===== config.mk =====
export PLATFORM = sky130hd
export DESIGN_NAME = ascii_hex_parser
export DESIGN_NICKNAME = d
export VERILOG_FILES = /design/src/rtl/ascii_hex_parser_pkg.sv /design/src/rtl/ascii_hex_parser.sv
export SDC_FILE = /design/constraint.sdc
export NUM_CORES = 1
export LEC_CHECK = 0
export BUFFER_PORTS_ARGS = -buffer_cell sky130_fd_sc_hd__buf_2
export CORE_UTILIZATION = 48
export DETAILED_ROUTE_END_ITERATION = 10
export PLACE_DENSITY = 0.81
export SETUP_SLACK_MARGIN = 0.2
export SYNTH_ARGS = -nofsm -noshare
export SYNTH_HDL_FRONTEND = slang
export SYNTH_SLANG_ARGS = --single-unit
export TNS_END_PERCENT = 10

===== constraint.sdc =====
create_clock -name i_clk -period 4.2 [get_ports i_clk]
set_input_delay 0.42 -clock i_clk [delete_from_list [all_inputs] [get_ports i_clk]]
set_output_delay 0.42 -clock i_clk [all_outputs]
set_load 0.005 [all_outputs]

===== src/rtl/ascii_hex_parser_pkg.sv =====
// Shared types and character classification for the ASCII hex field parser.
// Define ASCII_HEX_LOWERCASE_EN to also accept 'a'-'f' as hex digits.
package ascii_hex_parser_pkg;

  typedef enum logic [1:0] {
    ST_IDLE,
    ST_ACCUM,
    ST_EMIT,
    ST_DISCARD
  } t_parse_state;

  localparam logic [7:0] CH_LF    = 8'h0A;
  localparam logic [7:0] CH_CR    = 8'h0D;
  localparam logic [7:0] CH_SPACE = 8'h20;
  localparam logic [7:0] CH_COMMA = 8'h2C;

  function automatic logic is_hex_digit(input logic [7:0] c);
    logic r;
    r = ((c >= 8'h30) && (c <= 8'h39)) || ((c >= 8'h41) && (c <= 8'h46));
`ifdef ASCII_HEX_LOWERCASE_EN
    r = r || ((c >= 8'h61) && (c <= 8'h66));
`endif
    return r;
  endfunction

  function automatic logic is_terminator(input logic [7:0] c);
    return (c == CH_LF) || (c == CH_CR) || (c == CH_SPACE) || (c == CH_COMMA);
  endfunction

  // Only meaningful when is_hex_digit(c) holds.
  function automatic logic [3:0] nibble_of_ascii(input logic [7:0] c);
    if (c <= 8'h39) return 4'(c - 8'h30);
`ifdef ASCII_HEX_LOWERCASE_EN
    if (c >= 8'h61) return 4'(c - 8'h57);
`endif
    return 4'(c - 8'h37);
  endfunction

endpackage


===== src/rtl/ascii_hex_parser.sv =====
// Streaming ASCII hex field decoder: characters in under valid/ready, held value out.
// Lowercase digit support is enabled by defining ASCII_HEX_LOWERCASE_EN.
module ascii_hex_parser
  import ascii_hex_parser_pkg::*;
#(
  parameter int DIGITS_MAX = 8
) (
  input  logic                    i_clk,
  input  logic                    i_rst_n,
  input  logic                    i_char_valid,
  input  logic [7:0]              i_char,
  output logic                    o_char_ready,
  output logic                    o_value_valid,
  output logic [4*DIGITS_MAX-1:0] o_value,
  output logic [3:0]              o_value_digits,
  input  logic                    i_value_ready,
  output logic                    o_error,
  output logic                    o_overflow
);

  localparam int VAL_W = 4 * DIGITS_MAX;

  t_parse_state     state_q, state_d;
  logic [VAL_W-1:0] acc_q, acc_d, value_q, value_d;
  logic [3:0]       count_q, count_d, digits_q, digits_d;
  logic             ready_q;
  logic             err_q, err_d, ovf_q, ovf_d;
  logic             accept, ch_digit, ch_term;
  logic [3:0]       nib;

  assign accept   = i_char_valid && ready_q;
  assign ch_digit = is_hex_digit(i_char);
  assign ch_term  = is_terminator(i_char);
  assign nib      = nibble_of_ascii(i_char);

  always_comb begin
    state_d  = state_q;
    acc_d    = acc_q;
    count_d  = count_q;
    value_d  = value_q;
    digits_d = digits_q;
    err_d    = 1'b0;
    ovf_d    = 1'b0;
    case (state_q)
      ST_IDLE: begin
        if (accept) begin
          if (ch_digit) begin
            acc_d   = VAL_W'(nib);
            count_d = 4'd1;
            state_d = ST_ACCUM;
          end else if (!ch_term) begin
            err_d   = 1'b1;
            state_d = ST_DISCARD;
          end
        end
      end
      ST_ACCUM: begin
        if (accept) begin
          if (ch_digit) begin
            if (count_q == 4'(DIGITS_MAX)) begin
              err_d   = 1'b1;
              ovf_d   = 1'b1;
              state_d = ST_DISCARD;
            end else begin
              acc_d   = (acc_q << 4) | VAL_W'(nib);
              count_d = count_q + 4'd1;
            end
          end else if (ch_term) begin
            value_d  = acc_q;
            digits_d = count_q;
            state_d  = ST_EMIT;
          end else begin
            err_d   = 1'b1;
            state_d = ST_DISCARD;
          end
        end
      end
      ST_EMIT: begin
        if (i_value_ready) state_d = ST_IDLE;
      end
      ST_DISCARD: begin
        if (accept && ch_term) state_d = ST_IDLE;
      end
      default: state_d = ST_IDLE;
    endcase
  end

  // Ready is registered from the next state so it drops the cycle after a
  // terminator and returns the cycle after the value handshake.
  always_ff @(posedge i_clk or negedge i_rst_n) begin
    if (!i_rst_n) begin
      state_q  <= ST_IDLE;
      acc_q    <= '0;
      count_q  <= '0;
      value_q  <= '0;
      digits_q <= '0;
      ready_q  <= 1'b0;
      err_q    <= 1'b0;
      ovf_q    <= 1'b0;
    end else begin
      state_q  <= state_d;
      acc_q    <= acc_d;
      count_q  <= count_d;
      value_q  <= value_d;
      digits_q <= digits_d;
      ready_q  <= (state_d != ST_EMIT);
      err_q    <= err_d;
      ovf_q    <= ovf_d;
    end
  end

  assign o_char_ready   = ready_q;
  assign o_value_valid  = (state_q == ST_EMIT);
  assign o_value        = value_q;
  assign o_value_digits = digits_q;
  assign o_error        = err_q;
  assign o_overflow     = ovf_q;

endmodule


==> flow_results.xml <==
<?xml version="1.0" encoding="UTF-8"?>
<metrics>
  <group name="detailed_routing">
    <metric name="via_count" unit="">2018</metric>
    <metric name="route.detailed.wl_per_inst" unit="um">15.1</metric>
    <metric name="detailedRoute.firstPassIterationCount" unit="">4</metric>
    <metric name="detail_route.drc_violations" unit="">0</metric>
    <metric name="viasPerCell" unit="">5.47</metric>
    <metric name="postRouteAntennaNets" unit="">0</metric>
    <metric name="routed_wl" unit="mm">5.58</metric>
    <metric name="number_of_drc_markers_in_iteration_0" unit="">167</metric>
  </group>
  <group name="global_route">
    <metric name="largest_net_degree_at_the_start_of_global_routing" unit="">78</metric>
    <metric name="grt_first_pass_wirelength" unit="mm">9.60</metric>
    <metric name="number_of_global_route_vias_before_repair" unit="">1981</metric>
    <metric name="antenna_found_initial" unit="">0</metric>
    <metric name="grt_overflow" unit="">0</metric>
    <metric name="grt_util_all_layers" unit="%">17.8</metric>
  </group>
  <group name="worst_setup_path">
    <metric name="timing.critical_path.required" unit="ns">4.47</metric>
    <metric name="timing.rr.start" unit="">count_q[0]$_DFFE_PN0P_</metric>
    <metric name="cp-startpoint" unit="">i_char[0]</metric>
    <metric name="crit_path_end_kind" unit="">flip-flop</metric>
    <metric name="timing.critical_path.arrival" unit="ns">2.65</metric>
    <metric name="top_fanout_value_on_the_critical_path" unit="">31</metric>
    <metric name="cp-start-kind" unit="">primary input</metric>
    <metric name="reg2reg_depth" unit="">6</metric>
    <metric name="worstSetupPathType" unit="">in2reg</metric>
  </group>
  <group name="clocking">
    <metric name="postCtsSetupRepairBufs" unit="">0</metric>
    <metric name="clock_insertion_delay_worst_skew" unit="ns">0.34</metric>
    <metric name="cts_hold_buf" unit="">0</metric>
    <metric name="cts-root-to-sink-buffers" unit="">2</metric>
    <metric name="htree_levels" unit="">3</metric>
    <metric name="post_cts_resize_count" unit="">0</metric>
    <metric name="path_clk_slew" unit="ns">0.08</metric>
    <metric name="cts_tree" unit="">yes</metric>
    <metric name="clock-sinks" unit="">77</metric>
    <metric name="clock_buffers_created_by_tritoncts" unit="">9</metric>
    <metric name="clk_root_buffer_cell" unit="">sky130_fd_sc_hd__clkbuf_8</metric>
  </group>
  <group name="synthesis">
    <metric name="post-synth-top-count-cell" unit="">sky130_fd_sc_hd__dfrtp_1</metric>
    <metric name="yosysTopAreaCellShare" unit="%">60.8</metric>
    <metric name="nets_in_the_synthesized_netlist" unit="">254</metric>
    <metric name="syn_inst" unit="">235</metric>
    <metric name="synth_sequential_area_ratio" unit="%">60.8</metric>
    <metric name="postSynth.topFlopCell" unit="">sky130_fd_sc_hd__dfrtp_1</metric>
    <metric name="mappedNetlistArea" unit="mm2">0.00317</metric>
    <metric name="yosys_register_bits" unit="">77</metric>
    <metric name="async_flop_share" unit="%">100</metric>
    <metric name="yosys-top-cells-area" unit="">sky130_fd_sc_hd__dfrtp_1, sky130_fd_sc_hd__mux2_1, sky130_fd_sc_hd__a22o_1, sky130_fd_sc_hd__ha_1, sky130_fd_sc_hd__buf_2</metric>
    <metric name="post_synth_num_cell_types" unit="">38</metric>
    <metric name="yosys_warnings" unit="">0</metric>
    <metric name="avgSynthCellArea" unit="um2">13.5</metric>
    <metric name="post_synth_top_cells" unit="">sky130_fd_sc_hd__dfrtp_1, sky130_fd_sc_hd__mux2_1, sky130_fd_sc_hd__a22o_1</metric>
    <metric name="synth-edff-count" unit="">0</metric>
    <metric name="yosys.area.top_type" unit="">sky130_fd_sc_hd__dfrtp_1</metric>
  </group>
  <group name="power">
    <metric name="leakage" unit="nW">1.98</metric>
    <metric name="power-per-cell-area" unit="mW/mm2">376</metric>
    <metric name="peakVddDrop" unit="V">0.000224</metric>
    <metric name="post-layout-total-power" unit="mW">1.38</metric>
  </group>
  <group name="timing">
    <metric name="clock-skew-final" unit="ns">0.00786</metric>
    <metric name="final-hold-violation-count" unit="">0</metric>
    <metric name="grt_setup_unrepaired" unit="">false</metric>
    <metric name="clock.fmax" unit="MHz">421</metric>
    <metric name="max-slew-margin-rel" unit="%">29.2</metric>
    <metric name="maxSlewViolCount" unit="">0</metric>
    <metric name="setup_viol" unit="">0</metric>
    <metric name="measured_slew_at_the_worst_slew_check_pin" unit="ns">1.06</metric>
    <metric name="totalNegativeSetupSlack" unit="ns">0</metric>
    <metric name="min_clock_period_post_route" unit="ns">2.38</metric>
    <metric name="final_worst_hold_slack" unit="ns">0.204</metric>
    <metric name="finalWorstSetupSlack" unit="ns">1.82</metric>
    <metric name="finalCritPeriodShare" unit="%">56.6</metric>
  </group>
  <group name="placed_design">
    <metric name="placed_area" unit="mm2">0.00348</metric>
    <metric name="hpwl" unit="mm">3.78</metric>
    <metric name="dp_slack" unit="ns">1.52</metric>
    <metric name="io_buffer_count" unit="">51</metric>
    <metric name="placed_cells_incl_taps" unit="">353</metric>
    <metric name="gp_congestion" unit="">0.777</metric>
  </group>
  <group name="min_path">
    <metric name="min-delay-path-class" unit="">in2async</metric>
  </group>
  <group name="floorplanning">
    <metric name="core-area" unit="mm2">0.00635</metric>
    <metric name="die_h" unit="um">83.2</metric>
    <metric name="die_w" unit="um">83.2</metric>
    <metric name="fp-row-count" unit="">29</metric>
    <metric name="io_pins" unit="">52</metric>
    <metric name="initial_utilization" unit="%">49.9</metric>
    <metric name="fp.dieArea" unit="mm2">0.00693</metric>
  </group>
  <group name="final_layout">
    <metric name="design.final.nets" unit="">306</metric>
    <metric name="drive_above_1_share" unit="%">25.3</metric>
    <metric name="n_antenna_cell" unit="">0</metric>
    <metric name="area_growth_syn_to_layout" unit="%">15.6</metric>
    <metric name="final_cells" unit="">369</metric>
    <metric name="core_util_final" unit="%">57.6</metric>
    <metric name="layout.cell_area.non_filler" unit="mm2">0.00366</metric>
  </group>
  <group name="run_status">
    <metric name="result_of_the_run" unit="">complete, no violations</metric>
  </group>
  <group name="flow_run">
    <metric name="timing.max_cap.violations" unit="">0</metric>
  </group>
</metrics>
## critical path, cell delays in order
cell and delay (ns):
sky130_fd_sc_hd__buf_2 0.13, sky130_fd_sc_hd__inv_1 0.13, sky130_fd_sc_hd__ha_1 0.19, sky130_fd_sc_hd__o21bai_1 0.09, sky130_fd_sc_hd__a211oi_1 0.46, sky130_fd_sc_hd__o2111a_1 0.95, sky130_fd_sc_hd__nand2_1 0.11, sky130_fd_sc_hd__o21ai_1 0.14
## worst paths after layout
check / endpoint / slack, ns
hold reg to reg: o_value[28]$_DFFE_PN0P_ / 0.49
hold / removal: o_value[11]$_DFFE_PN0P_ / 0.20
min in group i_clk: o_char_ready$_DFF_PN0_ / 0.36
setup reg to reg: count_q[2]$_DFFE_PN0P_ / 2.11
setup / recovery: count_q[2]$_DFFE_PN0P_ / 1.82
max in group asynchronous: acc_q[29]$_DFFE_PN0P_ / 3.39
## per-layer routing
metal / up-vias / part of all wire [%] / global-route usage, %
met5: - / 0 / 0
met4: 0 / 2.0 / 7.52
met3: 9 / 4.6 / 5.86
met2: 45 / 45 / 26.5
met1: 1005 / 48 / 24.1
li1: 959 / - / -
## cell usage in the layout, fill, tap and decap left out, drive strengths merged, types with 2 or more instances in the layout
| master | count |
|---|---|
| clkbuf | 10 |
| nor4b | 2 |
| inv | 5 |
| or2 | 3 |
| nand3 | 5 |
| o22ai | 2 |
| clkinvlp | 2 |
| nor2b | 4 |
| a21oi | 4 |
| a22o | 29 |
| o21ai | 11 |
| or4b | 2 |
| mux2i | 3 |
| mux2 | 34 |
| nor2 | 5 |
| and3 | 2 |
| buf | 54 |
| ha | 7 |
| dfrtp | 77 |
| nand2 | 12 |
| clkinv | 4 |
## cell type report
type	instances	area, um2
clock buffer	10	138
clock inverter	6	38.8
fill	513	2690
inverter	5	18.8
multi-input combinational	140	1160
sequential	77	1930
tap	77	96.3
timing repair buffer	54	280
## cell families after synthesis
group	count (synthesis)	share of synthesized area, %
buffers and inverters	18	2.49
adder cells (fa/ha/maj)	7	2.77
XOR/XNOR	2	0.553
AND/OR/NAND/NOR	41	7.66
multiplexers	37	13.0
flip-flops	77	60.8
AO/OA/AOI/OAI	53	12.6
## where the power goes
group          internal (mW)  switching (mW)  total [mW]
registers              0.763          0.0216       0.784
logic                 0.0435          0.0613       0.105
clock network          0.228           0.261       0.489
## registers in the layout, summed over array words and instances, names as in the netlist
signal          count
o_overflow          1
o_value_digits      4
count_q             4
o_value            32
o_error             1
o_char_ready        1
acc_q              32
state_q             2
Note: power is estimated with default switching activity, not from simulation.
